[src/rtl/serial_fulladder_seq_if.sv]
`timescale 1ns/1ps
// Operand/result handshake bundle for the bit-serial adder stage.
// The producer/consumer side uses master; the adder itself uses slave.
interface serial_fulladder_seq_if #(
  parameter int WIDTH = 8
);
  logic             in_valid;
  logic             in_ready;
  logic [WIDTH-1:0] a;
  logic [WIDTH-1:0] b;
  logic             cin;
  logic             out_valid;
  logic             out_ready;
  logic [WIDTH-1:0] sum;
  logic             cout;
  logic             busy;

  modport master (
    output in_valid,
    output a,
    output b,
    output cin,
    output out_ready,
    input  in_ready,
    input  out_valid,
    input  sum,
    input  cout,
    input  busy
  );

  modport slave (
    input  in_valid,
    input  a,
    input  b,
    input  cin,
    input  out_ready,
    output in_ready,
    output out_valid,
    output sum,
    output cout,
    output busy
  );
endinterface

[src/rtl/serial_fulladder_seq.sv]
`timescale 1ns/1ps
// Bit-serial adder: one full-adder cell evaluated per clock, LSB first,
// with a registered carry. Operands accepted on IDLE, result held in DONE.
module serial_fulladder_seq #(
  parameter int WIDTH = 8
) (
  input  logic                 clk,
  input  logic                 rst_n,
  input  logic                 clr,
  serial_fulladder_seq_if.slave bus
);

  localparam int CNT_W = $clog2(WIDTH + 1);
  localparam logic [CNT_W-1:0] CNT_LAST = CNT_W'(WIDTH - 1);

  typedef enum logic [1:0] {
    S_IDLE = 2'd0,
    S_RUN  = 2'd1,
    S_DONE = 2'd2
  } state_t;

  function automatic logic fa_sum(input logic x, input logic y, input logic c);
    return x ^ y ^ c;
  endfunction

  function automatic logic fa_carry(input logic x, input logic y, input logic c);
    return (x & y) | (c & (x ^ y));
  endfunction

  state_t             state_q, state_d;
  logic [WIDTH-1:0]   a_sh_q, a_sh_d;
  logic [WIDTH-1:0]   b_sh_q, b_sh_d;
  logic               carry_q, carry_d;
  logic [CNT_W-1:0]   cnt_q, cnt_d;
  logic [WIDTH-1:0]   sum_q, sum_d;
  logic               cout_q, cout_d;

  logic               s_bit;
  logic               carry_nxt;

  assign s_bit     = fa_sum(a_sh_q[0], b_sh_q[0], carry_q);
  assign carry_nxt = fa_carry(a_sh_q[0], b_sh_q[0], carry_q);

  always_ff @(posedge clk or negedge rst_n) begin
    if (!rst_n) begin
      state_q <= S_IDLE;
      a_sh_q  <= '0;
      b_sh_q  <= '0;
      carry_q <= 1'b0;
      cnt_q   <= '0;
      sum_q   <= '0;
      cout_q  <= 1'b0;
    end else begin
      state_q <= state_d;
      a_sh_q  <= a_sh_d;
      b_sh_q  <= b_sh_d;
      carry_q <= carry_d;
      cnt_q   <= cnt_d;
      sum_q   <= sum_d;
      cout_q  <= cout_d;
    end
  end

  always_comb begin
    state_d = state_q;
    a_sh_d  = a_sh_q;
    b_sh_d  = b_sh_q;
    carry_d = carry_q;
    cnt_d   = cnt_q;
    sum_d   = sum_q;
    cout_d  = cout_q;

    case (state_q)
      S_IDLE: begin
        if (bus.in_valid) begin
          a_sh_d  = bus.a;
          b_sh_d  = bus.b;
          carry_d = bus.cin;
          cnt_d   = '0;
          sum_d   = '0;
          cout_d  = 1'b0;
          state_d = S_RUN;
        end
      end
      S_RUN: begin
        // Sum bits enter at the MSB so that after WIDTH shifts bit 0 sits at sum[0].
        a_sh_d            = a_sh_q >> 1;
        b_sh_d            = b_sh_q >> 1;
        carry_d           = carry_nxt;
        sum_d             = sum_q >> 1;
        sum_d[WIDTH-1]    = s_bit;
        cnt_d             = cnt_q + CNT_W'(1);
        if (cnt_q == CNT_LAST) begin
          cout_d  = carry_nxt;
          state_d = S_DONE;
        end
      end
      S_DONE: begin
        if (bus.out_ready) begin
          state_d = S_IDLE;
        end
      end
      default: begin
        state_d = S_IDLE;
      end
    endcase

    // Flush wins over any handshake on the same edge.
    if (clr) begin
      state_d = S_IDLE;
      a_sh_d  = '0;
      b_sh_d  = '0;
      carry_d = 1'b0;
      cnt_d   = '0;
      sum_d   = '0;
      cout_d  = 1'b0;
    end
  end

  assign bus.in_ready  = (state_q == S_IDLE);
  assign bus.busy      = (state_q == S_RUN);
  assign bus.out_valid = (state_q == S_DONE);
  assign bus.sum       = sum_q;
  assign bus.cout      = cout_q;

endmodule

[src/flat_wrapper.sv]
// flat-port wrapper written by rule: the top's interface ports become plain ports
module serial_fulladder_seq_flat 
#(
  parameter int WIDTH = 8
)
  (clk, rst_n, clr, bus_in_valid, bus_a, bus_b, bus_cin, bus_out_ready, bus_in_ready, bus_out_valid, bus_sum, bus_cout, bus_busy);
  serial_fulladder_seq_if #(.WIDTH(WIDTH)) bus_i ();
  input  logic clk;
  input  logic rst_n;
  input  logic clr;
  input wire logic [$bits(bus_i.in_valid)-1:0] bus_in_valid;
  input wire logic [$bits(bus_i.a)-1:0] bus_a;
  input wire logic [$bits(bus_i.b)-1:0] bus_b;
  input wire logic [$bits(bus_i.cin)-1:0] bus_cin;
  input wire logic [$bits(bus_i.out_ready)-1:0] bus_out_ready;
  output wire logic [$bits(bus_i.in_ready)-1:0] bus_in_ready;
  output wire logic [$bits(bus_i.out_valid)-1:0] bus_out_valid;
  output wire logic [$bits(bus_i.sum)-1:0] bus_sum;
  output wire logic [$bits(bus_i.cout)-1:0] bus_cout;
  output wire logic [$bits(bus_i.busy)-1:0] bus_busy;
  assign bus_i.in_valid = bus_in_valid;
  assign bus_i.a = bus_a;
  assign bus_i.b = bus_b;
  assign bus_i.cin = bus_cin;
  assign bus_i.out_ready = bus_out_ready;
  assign bus_in_ready = bus_i.in_ready;
  assign bus_out_valid = bus_i.out_valid;
  assign bus_sum = bus_i.sum;
  assign bus_cout = bus_i.cout;
  assign bus_busy = bus_i.busy;
  serial_fulladder_seq #(.WIDTH(WIDTH)) u_core (.clk(clk), .rst_n(rst_n), .clr(clr), .bus(bus_i));
endmodule
[config.mk]
export PLATFORM = sky130hd
export DESIGN_NAME = serial_fulladder_seq_flat
export DESIGN_NICKNAME = d
export VERILOG_FILES = /design/src/rtl/serial_fulladder_seq_if.sv /design/src/rtl/serial_fulladder_seq.sv /design/src/flat_wrapper.sv
export SDC_FILE = /design/constraint.sdc
export NUM_CORES = 1
export LEC_CHECK = 0
export ABC_AREA = 1
export BUFFER_PORTS_ARGS = -buffer_cell sky130_fd_sc_hd__buf_2
export CORE_UTILIZATION = 44
export CTS_CLUSTER_SIZE = 25
export DETAILED_ROUTE_END_ITERATION = 12
export MAX_ROUTING_LAYER = met4
export PLACE_DENSITY = 0.66
export SETUP_SLACK_MARGIN = 0.4
export SLEW_MARGIN = 20
export SYNTH_ARGS = -nofsm -noshare
export SYNTH_HDL_FRONTEND = slang
export SYNTH_SLANG_ARGS = --single-unit
[constraint.sdc]
create_clock -name clk -period 3.1 [get_ports clk]
set_clock_uncertainty 0.2 [all_clocks]
set_input_delay 0.155 -clock clk [delete_from_list [all_inputs] [get_ports clk]]
set_output_delay 0.155 -clock clk [all_outputs]
set_load 0.005 [all_outputs]
* After elaboration in Yosys (flattened, before gate mapping)
Cells that the tools add are included.
Word-level totals: register bits after elaboration 32, bits in latches 0, memory bits (writable) 0, bits in read-only memories 0, bits of input ports 22, output and inout port bits 12, logic and storage cells 48, memories kept 0
Operators by class: add/subtract/negate cells 1, multipliers 0, div/mod/pow operators 0, $lt $le $gt $ge 0, eq/ne operators 6, shifts and indexed selects 0, multiplexer cells 24, bitwise operators 5, reductions and logical operators 5
Operators with widths (count):
- $mux W8 | 6
- $pmux W8 S2 | 3
- $mux W2 | 4
- $mux W4 | 2
- $pmux W4 S2 | 1
- $ne A3 B3 Y1 const B | 2
- $pmux W2 S3 | 1
- $reduce_and A3 Y1 | 2
- $mux W1 | 5
- $add A4 B1 Y4 const B | 1
- $eq A4 B3 Y1 const B | 1
- $pmux W1 S2 | 2
- $ne A3 B2 Y1 const B | 1
- $reduce_bool A3 Y1 | 1
- $and A1 B1 Y1 | 2
- $eq A2 B1 Y1 const B | 1
- $eq A2 B2 Y1 const B | 1
- $logic_not A2 Y1 | 1
- $reduce_and A2 Y1 | 1
- $xor A1 B1 Y1 | 2
- $or A1 B1 Y1 | 1

* Depth between registers and ports, before layout
depth in word-level cells 6, gate-level depth with buffers 9, mapped depth without buffers 8

* Worst setup path before layout
Ideal clock, no wire load.
kind reg2reg, start point register u_core.carry_q, end point register u_core.carry_q, arrival time 1.069 ns, setup slack 1.708 ns, cell stages (with the launch flop) 6, buffers on the path 0, clock period less this slack 1.392 ns, cells stage by stage dfrtp_1 fa_1 inv_1 nor2_1 o21ai_0 nand2_1
Between the ends: longest elaborated chain between the ends 4
Ends and longest elaborated chain:
- from (decl) | RTL line serial_fulladder_seq.sv:33 | logic carry_q, carry_d;
- from (signal assigned) | RTL line serial_fulladder_seq.sv:57 | carry_q <= carry_d;
- $and A1 B1 Y1 | RTL line serial_fulladder_seq.sv:27 | return (x & y) | (c & (x ^ y));
- $or A1 B1 Y1 | RTL line serial_fulladder_seq.sv:27
- $pmux W1 S2 | RTL line serial_fulladder_seq.sv:73 | case (state_q)
- $mux W1 | RTL line serial_fulladder_seq.sv:109 | if (clr) begin
No other way between the ends. A chain may end at the register's enable or synchronous reset.

* Worst setup path after layout
start point input port clr, end point register u_core.carry_q
Between the ends: longest elaborated chain between the ends 2
Ends and longest elaborated chain:
- from (decl) | RTL line flat_wrapper.sv:10 | input logic clr;
- $ne A3 B3 Y1 (no source line) / $reduce_bool A3 Y1 (equally long branches)
- $reduce_and A2 Y1 (no source line)
Parallel ways exist; a longest one is shown, timed or not.

==> metrics.md <==
| Metric | Value |
|---|---|
| Outcome | finished, violations left |
| Failing checks | negative hold slack |
| # diodes | 0 |
| VDD IR-drop max | 0.340 mV |
| CP max stage cell | dlygate4sd3_1 |
| Synth unique cells | 19 |
| Layout cells sized above 1 | 0.201 |
| Row cnt | 21 |
| TritonCTS Buffers | 5 |
| Hold crit path type | input port to flop |
| Wire per inst | 10.5 µm |
| TritonCTS clock tree | yes |
| Max-slew violations | 0 |
| Worst slew margin | 0.531 |
| Worst setup EP type | flop |
| Crit path cell chain | dlygate4sd3_1 -> buf_2 -> inv_2 -> nand3_2 -> nand2_2 -> inv_2 -> o21ai_0 -> nand2_1 |
| I/O pins | 34 |
| CP arrival | 2.00 ns |
| Worst Max-Slew Pin Slew | 0.704 ns |
| Footprint of the multi-input gates | 671 µm² |
| Die Span Y | 61.2 µm |
| Post-Synthesis Cell Area | 1540 µm² |
| Max Root-Sink Buffers | 2 |
| Core ar. | 3340 µm² |
| MaxCap Viol Count | 0 |
| Final #Nets | 282 |
| Seq pwr share | 0.459 |
| Net count after synthesis | 229 |
| Final instance area | 1990 µm² |
| Max Fanout on Critical Path | 31 |
| Final hold vios | 1 |
| Synth Register Bits | 32 |
| Area after DPL | 1730 µm² |
| Critical path launch point type | input port |
| CP dominant cell by count | inv_2 |
| P_int | 828 µW |
| RD Place Congestion | 0.792 |
| Remaining antenna violation count | 0 |
| CP bufs+invs | 4 |
| Max incr delay on CP | 0.54 ns |
| Area delta synth->final | 29.4% |
| Worst-Skew Late Latency | 0.33 ns |
| Number of I/O port buffers | 33 |
| Comb pwr share | 0.303 |
| Crit path max-delay family | buffers and inverters |
| Clock-pin slew on the worst setup and hold paths | 0.10 ns |
| Cells after synthesis | 205 |
| First drt pass iteration count | 4 |
| Via density per instance | 4.56 |
| H-tree depth | 2 |
| Vias after detailed routing | 1390 |
| Commonest non-fill, non-tap cell in the layout | nand2_1 |
| Antenna violations before repair | 0 |
| Vias in the first global route | 1244 |
| CP Data Required Time | 3.13 ns |
| PwrDens | 650 nW/µm² |
| Commonest non-fill, non-tap cells in the layout | 130 x nand2_1, 33 x buf_2, 32 x dfrtp_1 |
| Fill count | 324 |
| Final core occ | 0.598 |
| Min Hold Slack | -0.00122 ns |
| DRT Wirelength | 3.19 mm |
| Post-route DRC | 0 |
| # hold bufs at CTS | 19 |
| Chip width | 61.2 µm |
| Sw frac | 0.362 |
| Crit Path Class | input port to flop |
| Starting Density | 0.462 |
| Pin count of the biggest net entering global routing | 33 |
| Gr ovfl total | 0 |
| DP Wirelength | 2.03 mm |
| First-pass GRT wire length | 5.52 mm |
| CTS Root Buffer Type | clkbuf_4 |
| Min Tclk post-route | 1.97 ns |
| RSZ-0062 raised after global routing | no |
| Clock network power share | 0.238 |
| CTS-repair resized insts | 0 |
| Leak pwr | 0.00115 µW |
| DIE AREA | 3740 µm² |
| Setup bufs post-CTS | 0 |
| Setup violators final | 0 |
| Seq. cell area | 801 µm² |
| Detailed Route Iter0 Violations | 111 |
| Fmax | 507 MHz |
| GRT Total Usage | 0.212 |
| Sequential cell area fraction in the yosys report | 0.519 |
| Net switching power | 469 µW |
| Post-route setup TNS | 0 ns |
| Avg Cell Area, Syn | 7.52 µm² |
| Clock sink count | 32 |
| Synth Warn # | 0 |
| Tcrit/Tclk final | 0.636 |
final timing paths:
check                      slack, ns  depth (start not counted)           endpoint              start
hold reg to reg                 0.28                          2  u_core.bus.sum[0]  u_core.bus.sum[0]
max in group asynchronous       2.05                          2   u_core.a_sh_q[7]              rst_n
min in group asynchronous       0.20                          2  u_core.bus.sum[5]              rst_n
hold / removal                -0.001                          5     u_core.carry_q            bus_cin
setup / recovery                1.13                          8     u_core.carry_q                clr
setup reg to reg                1.18                          6     u_core.carry_q  u_core.state_q[1]
worst min-delay path, cell delays in order:
cell and delay, ns:
buf_2 0.08, nand2_1 0.04, nor2_1 0.09, o21ai_0 0.08, nand2_1 0.05
power by group through the flow:
stage | combinational [µW] | sequential (µW) | clock [µW]
floorplan | 289 | 588 | 0
global placement | 373 | 600 | 0
detailed placement | 383 | 601 | 0
CTS | 401 | 596 | 317
global route | 464 | 610 | 337
finish | 393 | 596 | 309
through the flow:
stage	hold WS, ns	setup slack (ns)	power [µW]	cells
after floorplan	-0.341	1.71	876	205
after global placement	0.0432	1.22	973	278
after detailed placement	0.0470	1.17	984	278
after CTS	0.000746	1.13	1310	305
after global routing	0.0267	0.938	1410	305
final	-0.00122	1.13	1300	305
synth_stat cells, drive strengths merged:
cell,instances,area share
nand2,132,0.32
buf,7,0.028
inv,7,0.017
or2,1,0.0041
dfrtp,32,0.52
o21ai,8,0.026
nand3,7,0.026
nand4,2,0.0081
fa,1,0.013
ha,1,0.0081
nor2,7,0.025
per-layer routing:
metal | GRT usage | up-vias | part of all wire
li1 | - | 731 | -
met1 | 0.285 | 625 | 0.48
met2 | 0.311 | 27 | 0.47
met3 | 0.0441 | 7 | 0.029
met4 | 0.0877 | 0 | 0.018
met5 | - | - | 0
cell type report:
| type | instances | area share |
|---|---|---|
| well taps | 46 | 0.0289 |
| multi-input cells | 159 | 0.336 |
| flip-flops and latches | 32 | 0.402 |
| clock inverters | 2 | 0.0176 |
| inverters | 7 | 0.0132 |
| repair buffers | 53 | 0.182 |
| clock buffers | 6 | 0.0207 |
logic make-up (layout without fill, tap and decap cells):
| logic type | after synthesis | in the layout | share of synthesized area |
|---|---|---|---|
| adders and majority gates | 2 | 2 | 0.0211 |
| DFF | 32 | 32 | 0.519 |
| and+or+nand+nor | 149 | 149 | 0.388 |
| AOI/OAI and AO/OA | 8 | 8 | 0.0260 |
| buffers and inverters | 14 | 68 | 0.0454 |
state kept, by name, summed over array words and instances, names as in the netlist:
| signal | count |
|---|---|
| u_core.a_sh_q | 8 |
| u_core.b_sh_q | 8 |
| u_core.bus.cout | 1 |
| u_core.bus.sum | 8 |
| u_core.carry_q | 1 |
| u_core.cnt_q | 4 |
| u_core.state_q | 2 |
(Power assumes the default switching activity.)
